--- src/rtl/alu_multicycle.sv ---
// Multi-cycle ALU with valid/ready handshake; iterative MUL/DIV. Optional SRA via ALU_SRA_EN.
// Latency: 1 cycle for single-cycle ops, illegal opcodes and DIV-by-zero; WIDTH+1 for MUL/DIV.
// Backpressure: the result holds in DONE until out_ready; in_ready is low while busy or stalled.
module alu_multicycle #(
  parameter int WIDTH = 32,
  parameter int SHW   = $clog2(WIDTH)
) (
  input  logic             clk,
  input  logic             rst,
  input  logic             in_valid,
  output logic             in_ready,
  input  logic [WIDTH-1:0] rda,
  input  logic [WIDTH-1:0] rdx,
  input  logic [3:0]       alu_decode,
  output logic             out_valid,
  input  logic             out_ready,
  output logic [WIDTH-1:0] result,
  output logic [WIDTH-1:0] Hi,
  output logic [WIDTH-1:0] Lo,
  output logic [WIDTH-1:0] remain,
  output logic             illegal,
  output logic             div_zero
);

  typedef enum logic [1:0] {IDLE, ITER, DONE} state_t;

  localparam logic [3:0] OP_ADD = 4'b0001;
  localparam logic [3:0] OP_SUB = 4'b0010;
  localparam logic [3:0] OP_MUL = 4'b0101;
  localparam logic [3:0] OP_DIV = 4'b0110;
  localparam logic [3:0] OP_OR  = 4'b0111;
  localparam logic [3:0] OP_AND = 4'b1000;
  localparam logic [3:0] OP_XOR = 4'b1001;
  localparam logic [3:0] OP_SLL = 4'b1010;
  localparam logic [3:0] OP_SRL = 4'b1011;
  localparam logic [3:0] OP_SLT = 4'b1100;
`ifdef ALU_SRA_EN
  localparam logic [3:0] OP_SRA = 4'b1101;
`endif
  localparam logic [SHW-1:0] CNT_LAST = {SHW{1'b1}};

  state_t           state, next_state;
  logic [SHW-1:0]   cnt;
  logic             is_div_q;
  logic [WIDTH-1:0] opnd;
  logic [WIDTH-1:0] work_hi, work_lo;

  logic             accept;
  logic [WIDTH-1:0] sc_result;
  logic             sc_illegal, sc_dz, is_iter;
  logic [WIDTH:0]   mul_sum, div_shift, div_diff;
  logic             div_ok;
  logic [WIDTH-1:0] step_hi, step_lo;

  // DONE with out_ready behaves as IDLE so a new request can overlap the result hand-off.
  assign out_valid = (state == DONE);
  assign in_ready  = ((state == IDLE) || (state == DONE)) && (!out_valid || out_ready);
  assign accept    = in_valid && in_ready;

  always_comb begin
    sc_result  = '0;
    sc_illegal = 1'b0;
    sc_dz      = 1'b0;
    is_iter    = 1'b0;
    case (alu_decode)
      OP_ADD: sc_result = rda + rdx;
      OP_SUB: sc_result = rda - rdx;
      OP_MUL: is_iter = 1'b1;
      OP_DIV: begin
        if (rdx == '0) begin
          sc_dz     = 1'b1;
          sc_result = '1;
        end else begin
          is_iter = 1'b1;
        end
      end
      OP_OR:  sc_result = rda | rdx;
      OP_AND: sc_result = rda & rdx;
      OP_XOR: sc_result = rda ^ rdx;
      OP_SLL: sc_result = rda << rdx[SHW-1:0];
      OP_SRL: sc_result = rda >> rdx[SHW-1:0];
      OP_SLT: sc_result = {{(WIDTH-1){1'b0}}, ($signed(rda) < $signed(rdx))};
`ifdef ALU_SRA_EN
      OP_SRA: sc_result = $signed(rda) >>> rdx[SHW-1:0];
`endif
      default: sc_illegal = 1'b1;
    endcase
  end

  // One iteration step: shift-add multiply or restoring divide on {work_hi, work_lo}.
  always_comb begin
    mul_sum   = {1'b0, work_hi} + (work_lo[0] ? {1'b0, opnd} : {(WIDTH+1){1'b0}});
    div_shift = {work_hi, work_lo[WIDTH-1]};
    div_diff  = div_shift - {1'b0, opnd};
    div_ok    = !div_diff[WIDTH];
    step_hi   = work_hi;
    step_lo   = work_lo;
    if (is_div_q) begin
      step_hi = div_ok ? div_diff[WIDTH-1:0] : div_shift[WIDTH-1:0];
      step_lo = {work_lo[WIDTH-2:0], div_ok};
    end else begin
      {step_hi, step_lo} = {mul_sum, work_lo[WIDTH-1:1]};
    end
  end

  always_ff @(posedge clk or posedge rst) begin
    if (rst) state <= IDLE;
    else     state <= next_state;
  end

  always_comb begin
    next_state = state;
    case (state)
      IDLE, DONE: begin
        if (accept)                        next_state = is_iter ? ITER : DONE;
        else if (state == DONE && out_ready) next_state = IDLE;
      end
      ITER:    if (cnt == CNT_LAST) next_state = DONE;
      default: next_state = IDLE;
    endcase
  end

  always_ff @(posedge clk or posedge rst) begin
    if (rst) begin
      cnt      <= '0;
      is_div_q <= 1'b0;
      opnd     <= '0;
      work_hi  <= '0;
      work_lo  <= '0;
      result   <= '0;
      Hi       <= '0;
      Lo       <= '0;
      remain   <= '0;
      illegal  <= 1'b0;
      div_zero <= 1'b0;
    end else if (accept) begin
      cnt      <= '0;
      is_div_q <= (alu_decode == OP_DIV);
      opnd     <= (alu_decode == OP_DIV) ? rdx : rda;
      work_hi  <= '0;
      work_lo  <= (alu_decode == OP_DIV) ? rda : rdx;
      illegal  <= sc_illegal;
      div_zero <= sc_dz;
      if (!is_iter) result <= sc_result;
      if (sc_dz)    remain <= rda;
    end else if (state == ITER) begin
      cnt     <= cnt + SHW'(1);
      work_hi <= step_hi;
      work_lo <= step_lo;
      if (cnt == CNT_LAST) begin
        result <= step_lo;
        if (is_div_q) begin
          remain <= step_hi;
        end else begin
          Hi <= step_hi;
          Lo <= step_lo;
        end
      end
    end
  end

endmodule

--- config.mk ---
export PLATFORM = sky130hd
export DESIGN_NAME = alu_multicycle
export DESIGN_NICKNAME = d
export VERILOG_FILES = /design/src/rtl/alu_multicycle.sv
export SDC_FILE = /design/constraint.sdc
export NUM_CORES = 1
export LEC_CHECK = 0
export CORE_MARGIN = 2
export CORE_UTILIZATION = 60
export CTS_BUF_LIST = sky130_fd_sc_hd__clkbuf_16
export DETAILED_ROUTE_END_ITERATION = 10
export GPL_TIMING_DRIVEN = 0
export PLACE_DENSITY_LB_ADDON = 0.05
export RECOVER_POWER = 25
export REMOVE_ABC_BUFFERS = 1
export SLEW_MARGIN = 5
export SYNTH_ARGS = -nofsm -noshare
export SYNTH_HDL_FRONTEND = slang
export SYNTH_SLANG_ARGS = --single-unit
--- constraint.sdc ---
create_clock -name clk -period 10.1 [get_ports clk]
set_input_delay 1.01 -clock clk [delete_from_list [all_inputs] [get_ports clk]]
set_output_delay 1.01 -clock clk [all_outputs]
set_load 0.02 [all_outputs]
# --- After elaboration in Yosys (flattened, before gate mapping) ---
# Cells that the tools add are included.
word_totals:
  ff_bits: 234
  inputBits: 72
  out_inout_bits: 132
  word_cells: 93
classes:
  n_addsub: 5
  n_lt_le_gt_ge: 1
  eq_ne: 17
  n_shift: 2
  n_mux: 33
  bitwise_logic: 5
  n_reduce_logical: 18
ops:
  columns: ["op", "count"]
  rows:
  - ["two-way mux 32 bit", 20]
  - ["one-hot mux 32 bit (9 select lines)", 1]
  - ["adder 32 x 32 -> 33 bit", 1]
  - ["subtractor 33 x 32 -> 33 bit", 1]
  - ["adder 32 bit", 1]
  - ["AND 32 bit", 1]
  - ["logical NOT 32 bit", 1]
  - ["< comparator 32 bit", 1]
  - ["bitwise OR 32 bit", 1]
  - ["left shift 32 x 5 -> 32 bit", 1]
  - ["right shift 32 x 5 -> 32 bit", 1]
  - ["subtractor 32 bit", 1]
  - ["bitwise XOR 32 bit", 1]
  - ["== test 4 bit, second input constant", 5]
  - ["== test 4 x 3 -> 1 bit, second input constant", 3]
  - ["two-way mux 5 bit", 2]
  - ["OR reduction 10 bit", 1]
  - ["two-way mux 2 bit", 4]
  - ["AND reduction 4 bit", 2]
  - ["nonzero test 2 bit", 3]
  - ["adder 5 x 1 -> 5 bit, second input constant", 1]
  - ["== test 5 bit, second input constant", 1]
  - ["== test 4 x 1 -> 1 bit, second input constant", 1]
  - ["== test 4 x 2 -> 1 bit, second input constant", 1]
  - ["other kinds (16)", 25]

# --- Depth between registers and ports, before layout ---
# Gate-level depths: netlist of the first run.
depth:
  word_depth: 7
  mapped_depth: 16
  depth_no_buf: 15

# --- Least setup slack after synthesis of the first run ---
# Ideal clock, no wire load.
synth_timing:
  path_kind: "input port to flip-flop"
  startpoint: "in rdx[2]"
  endpoint: "reg result[31]"
  setup_ps: 131
  arrival_ps: 4539
  setup_slack_ps: 5430
  cell_stages: 16
  n_path_buf: 3
  path_cell_list: "inv_2 clkbuf_1 buf_1 clkbuf_1 ha_1 inv_1 nor2_1 a311o_2 a41o_1 a2111oi_2 o41ai_2 a31oi_1 o21bai_1 mux2i_1 a221oi_1 nor3_1"
synth_between:
  elab_chain_len: 5
  word_cells_on_any_way: 13
  classes_between: "2 x add/sub; 1 x eq/ne; 2 x shift; 6 x mux; 2 x reduce/logical"
synth_rtl:
  columns: ["item", "line_no", "rtl"]
  rows:
  - ["start: declaration", "13", "input logic [WIDTH-1:0] rdx,"]
  - ["branches (longest 5 deep; another with subtractor 32 bit)", null, null]
  - ["end signal: assignment", "144", "if (!is_iter) result <= sc_result;"]
  - ["end signal: assignment", "151", "result <= step_lo;"]
  - ["end: declaration", "17", "output logic [WIDTH-1:0] result,"]
# Several ways; the timed one is not identified. The select of a mux whose other input is x is not followed.
# A chain may end at the register's enable or synchronous reset.

# --- Final worst setup path of the first run ---
layout_timing:
  startpoint: "in rdx[1]"
  endpoint: "reg result[29]"
# The elaborated chain is that of the path after synthesis.

==> run summary, run 1 <==
Mapped Cells: 2970
register bit total from synthesis: 234
Critical Path RT: 10.59 ns
TritonCTS clock tree: done
Sequential Power Share: 0.299
Hold Crit Start: Lo[8]
run status: finished with violations
Core Rows: 70
core area: 36700 µm²
Die Y-Extent: 197 µm
most frequent cells in the layout: nand2_1 (423), o21ai_0 (324), nor2_1 (255), a21oi_1 (240), dfrtp_1 (233)
Total GRT Usage: 0.472
number of distinct library cells after synthesis: 92
vias in the first global route: 24192
Worst Path Max Fanout: 30
slew margin rel.: -0.512
Area after DPL: 24900 µm²
Gate power share: 0.464
Max Cap Viol: 1
critical path endpoint category: flip-flop
initial DRC count: 3516
Post-Route Skew: 0.0306 ns
Area contributors post-synth: dfrtp_1 (26%), ha_1 (9.1%), o21ai_0 (7.2%)
pwr/cell area: 163 nW/µm²
Die Area: 38900 µm²
H-tree depth: 1
vias: 25291
fmax: 167 MHz
worst-margin pin slew: 2.26 ns
HP Class: flip-flop to flip-flop
worst-skew pair later-pin latency: 0.61 ns
clock sink count: 234
asr flop ratio synth: 1.00
clock group share of total power: 0.237
Worst setup startpoint: rdx[1]
Sw Pwr: 1.82 mW
Nets: 3268
drt first pass iters: 8
largest net degree at the start of global routing: 111
WS Path Type: input port to flip-flop
total power: 4.21 mW
Peak supply drop: 0.149 mV
clk slew on worst S/H paths: 0.06 ns
Static Leak: 11.2 nW
fill cell count: 2845
Initial Util: 0.611
DRC violations left: 0
wire per inst: 26.6 µm
Pins Over Slew Limit: 44
initial antenna violation count: 3
RSZ-0062 raised after global routing: false
Sw Ratio: 0.432
layout cells sized above 1: 0.0551
Multi-input gate area: 15300 µm²
total number of yosys warnings: 0
post-CTS setup buffers: 0
mux cell area share after synthesis: 0.0762
Resized Gates After CTS: 0
clock buffer depth: 3
hold-fix buffers at CTS: 0
final-report setup violation count: 0
WHS Endpoint: Lo[8]
WP data arrival: 6.49 ns
Synth Area in XOR/XNOR: 0.0282
global route overflow: 0
Seq. cell area: 5860 µm²
number of I/O port buffers: 203
origin of the critical flop-to-flop path: work_lo[0]
I/O pin total: 204
Clock Tree Root: clkbuf_16
ys flop type: dfrtp_1
DPL Wire Length: 68400 µm
fin util: 0.702
Int Power: 2.39 mW
Synth Area in Compound Gates: 0.282
Detailed Route WL: 93800 µm
failing checks: max-capacitance violations, max-slew violations
minimum clock period after layout: 6.00 ns
startpoint types: input port
die width: 197 µm
Post-Synth Simple-Gate Area: 0.197
sequential share of the synthesized area: 0.261
post-synth top area share: 0.261
main combinational cell family by area after synthesis: compound AO/OA/AOI/OAI gates
Placer Congestion: 1.10
Adder-Cell Fraction of Synth Area: 0.0945
number of enable flip-flop cells after synthesis: 0
syn_area_per_cell: 7.55 µm²
Period Utilization, post-route: 0.594
WHS Path Cells: 2
CTS buffer count: 27
R2R cell count: 14
Design Area, Final: 25800 µm²
setup slack, reg-to-reg: 4.81 ns
commonest non-fill, non-tap cell in the layout: nand2_1
area leader, netlist: dfrtp_1
first-pass GRT wire length: 141000 µm
area growth from synthesis to layout: 14.9%
synthesized area: 22400 µm²
Antenna Nets Post-Route: 0
final hold vios: 0
vias per std cell: 7.19
end of the worst register-to-register path: remain[28]
through the flow:
step                setup TNS (ns)  hold WS (ns)  cells  setup WS [ns]
floorplan                        0         0.470   2769           2.67
global placement            -19.30         0.458   3440         -0.910
detailed placement               0         0.462   3468           4.08
CTS                              0         0.479   3518           4.67
global route                     0         0.497   3518           4.24
finish                           0         0.475   3519           4.10
cells in the mapped netlist, types with 20 or more instances:
master	number
a211oi_1	26
a21oi_1	241
a221oi_1	20
a22oi_1	28
a31oi_1	26
and2_1	39
buf_1	26
buf_2	21
clkbuf_1	151
dfrtp_1	234
ha_1	163
inv_1	147
mux2i_1	102
mux4_2	21
nand2_1	426
nand2b_1	32
nand3_1	64
nor2_1	258
nor3_1	80
nor4_1	26
o211ai_1	82
o21ai_0	324
o21bai_1	26
o31ai_1	32
xnor2_1	50
worst max-delay path, cell delays in order:
cell and delay (ns):
buf_2 0.25, buf_12 0.24, nor3_1 0.92, nand3_1 0.49, nor3_1 0.92, o21ai_0 0.19
nand2_1 0.25, a22o_2 0.78, nand2_1 0.56, nor4_1 0.45, o21ai_1 0.11, a21oi_1 0.19
nor3_1 0.08
cell families after synthesis:
logic type | Yosys count
adder cells (fa/ha/maj) | 167
flip-flops | 234
multiplexers | 142
XOR/XNOR | 70
AO/OA/AOI/OAI | 1001
AND/OR/NAND/NOR | 1003
buffers and inverters | 353
layer usage:
layer / up-vias / part of all wire / GRT usage
met4: 6 / 0.059 / 0.240
met2: 2052 / 0.44 / 0.730
met1: 11979 / 0.37 / 0.603
met5: - / 0.00046 / 0
li1: 10822 / - / -
met3: 432 / 0.14 / 0.135
how the worst max path moves through the flow:
stage,to,slack [ns],cells after the start
detailed placement,result[29],4.08,13
floorplan,Hi[0],2.67,1
global placement,result[26],-0.91,9
finish,result[29],4.10,13
CTS,result[29],4.67,13
global route,result[29],4.24,13
cell type report:
type | instances | area share
repair buffers | 231 | 0.0989
clock inverters | 23 | 0.00758
inverters | 152 | 0.0222
multi-input cells | 2383 | 0.595
clock buffers | 27 | 0.0262
well taps | 468 | 0.0227
diodes | 1 | 0.0000971
flip-flops and latches | 234 | 0.227
registers in the layout, indices dropped and copies added, names as in the netlist, 5 cells and up:
register  cells
Lo           32
work_lo      32
opnd         32
remain       32
Hi           32
work_hi      32
result       32
cnt           5
power by group through the flow:
| stage | registers, mW | logic (mW) | clock network [mW] |
|---|---|---|---|
| after global placement | 1.26 | 1.78 | 0 |
| after detailed placement | 1.26 | 1.85 | 0 |
| final | 1.26 | 1.95 | 1.00 |
| after global routing | 1.27 | 2.09 | 1.03 |
| after CTS | 1.24 | 1.88 | 1.00 |
| after floorplan | 1.28 | 1.15 | 0 |
No activity file was read; power rests on OpenSTA's default activity.
==> inputs of run 2 (changes only) <==
--- a/config.mk
+++ b/config.mk
@@ -6,7 +6,7 @@
 export NUM_CORES = 1
 export LEC_CHECK = 0
 export CORE_MARGIN = 2
-export CORE_UTILIZATION = 60
+export CORE_UTILIZATION = 54
 export CTS_BUF_LIST = sky130_fd_sc_hd__clkbuf_16
 export DETAILED_ROUTE_END_ITERATION = 10
 export GPL_TIMING_DRIVEN = 0
==> constraint.sdc (replaced) <==
create_clock -name clk -period 5.1 [get_ports clk]
set_input_delay 0.51 -clock clk [delete_from_list [all_inputs] [get_ports clk]]
set_output_delay 0.51 -clock clk [all_outputs]
set_load 0.02 [all_outputs]
==> run summary, run 2 (same netlist as run 1, synthesis figures left out) <==
run status: finished with violations
failing checks: max-capacitance violations, max-slew violations, negative setup slack
Die Y-Extent: 208 µm (+5.3%)
startpoint types: input port
Slowest-stage cell, CP: nor3_1
n_diodes: 0 (-1)
Detailed Route WL: 95500 µm (+1.8%)
final hold vios: 0 (unchanged)
clock buffer depth: 3 (unchanged)
setup ws final: -0.00341 ns (-4.10 ns)
Worst setup startpoint: rdx[3]
WHS Path Cells: 2 (unchanged)
cell repeated most along the worst path: nand2_1
Pins Over Slew Limit: 237 (+440%)
core area: 40900 µm² (+12%)
total power: 8.29 mW (+97%)
slew margin rel.: -0.668 (-0.156)
Peak supply drop: 0.284 mV (+90%)
Seq. cell area: 5860 µm² (about the same)
RSZ-0062 raised after global routing: false
largest net degree at the start of global routing: 121 (+9.0%)
Resized Gates After CTS: 0 (unchanged)
fmax: 196 MHz
post-CTS setup buffers: 0 (unchanged)
Multi-input gate area: 15300 µm² (about the same)
layout cells sized above 1: 0.0570 (+0.00193)
global route overflow: 0 (unchanged)
die width: 208 µm (+5.3%)
vias in the first global route: 23771 (-1.7%)
Design Area, Final: 25800 µm² (+0.30%)
area growth from synthesis to layout: 15.2%
slowest stage delay, CP: 0.85 ns (-0.07 ns)
wire per inst: 26.6 µm (about the same)
Die Area: 43200 µm² (+11%)
H-tree depth: 1 (unchanged)
vias per std cell: 6.87 (-4.4%)
R2R cell count: 13 (-1)
WS Path Type: input port to flip-flop
fill cell count: 3501 (+23%)
drt first pass iters: 8 (unchanged)
vias: 24636 (-2.6%)
HP Class: flip-flop to flip-flop
Hold Crit Start: Lo[29]
crit path cell chain: buf_2 > buf_12 > nor3_1 > nand3_1 > nor3_2 > o21ai_0 > nand2_1 > a22o_2 > nand2_1 > a211oi_1 > a22oi_1 > o22a_1
Period Utilization, post-route: 1.00
post-placement setup slack: -0.605 ns (-4.69 ns)
DRC violations left: 0 (unchanged)
Critical Path RT: 5.58 ns (-5.01 ns)
TritonCTS clock tree: done
Post-Route Skew: 0.0138 ns (-0.0168 ns)
hold-fix buffers at CTS: 0 (unchanged)
Antenna Nets Post-Route: 0 (unchanged)
origin of the critical flop-to-flop path: work_lo[0]
Max Cap Viol: 2 (+1)
clock sink count: 234 (unchanged)
initial antenna violation count: 3 (unchanged)
final-report setup violation count: 1 (+1)
DPL Wire Length: 71400 µm (+4.3%)
Initial Util: 0.548 (-0.0631)
Placer Congestion: 1.06 (-3.2%)
Core Rows: 74 (+5.7%)
critical path endpoint category: flip-flop
Clock Tree Root: clkbuf_16
WHS: 0.473 ns (-0.00195 ns)
Area after DPL: 25000 µm² (+0.38%)
clk slew on worst S/H paths: 0.06 ns (about the same)
most frequent cells in the layout: nand2_1 (424), o21ai_0 (324), nor2_1 (255), a21oi_1 (240), dfrtp_1 (232)
pwr/cell area: 321 nW/µm² (+96%)
Nets: 3271 (+0.092%)
WP data arrival: 5.58 ns (-0.91 ns)
number of I/O port buffers: 203 (unchanged)
I/O pin total: 204 (unchanged)
CTS buffer count: 27 (unchanged)
commonest non-fill, non-tap cell in the layout: nand2_1
Total GRT Usage: 0.428 (-0.0442)
Worst Path Max Fanout: 40 (+33%)
Static Leak: 11.2 nW (about the same)
minimum clock period after layout: 5.10 ns
initial DRC count: 3351 (-4.7%)
first-pass GRT wire length: 144000 µm (+2.0%)
worst-skew pair later-pin latency: 0.59 ns (-0.02 ns)
worst-margin pin slew: 2.50 ns (+0.247 ns)
==> run 2: metrics by stage <==
step / util / setup TNS [ns] / std cells
after global routing: 0.631 / 0 / 3584
after detailed placement: 0.611 / -5.81 / 3535
after CTS: 0.632 / 0 / 3584
final: 0.631 / -0.00341 / 3584
after floorplan: - / -440.08 / 2769
after global placement: 0.594 / -1657.15 / 3504
==> run 2: cell type report <==
class,count,area share
inverters,152,0.0222
well taps,532,0.0258
flip-flops and latches,234,0.227
clock buffers,27,0.0261
clock inverters,22,0.00750
multi-input cells,2383,0.593
repair buffers,234,0.0984
==> run 2: routing by layer <==
metal | part of all wire | global-route usage | vias to the layer above
met5 | 0.00045 | 0 | -
met4 | 0.064 | 0.235 | 6
met3 | 0.12 | 0.0985 | 340
met2 | 0.43 | 0.658 | 1690
met1 | 0.38 | 0.557 | 11742
li1 | - | - | 10858
==> run 2: final timing paths <==
check	endpoint	slack [ns]
max in group asynchronous	result[11]	1.12
min	Lo[29]	0.47
max reg2reg	remain[28]	0.46
min in group asynchronous	work_hi[27]	1.17
max	result[0]	-0.003
min reg2reg	Lo[29]	0.47
==> run 2: where the power goes <==
part | internal [mW] | switching [mW]
Clock | 1.11 | 0.857
Combinational | 1.46 | 2.37
Sequential | 2.16 | 0.329
Total | 4.73 | 3.56
==> run 2: critical path: cells and delay by family <==
family / cells / cell delay (ns)
compound gates: 5 / 1.80
buf+inv: 2 / 0.65
simple gates: 5 / 2.56
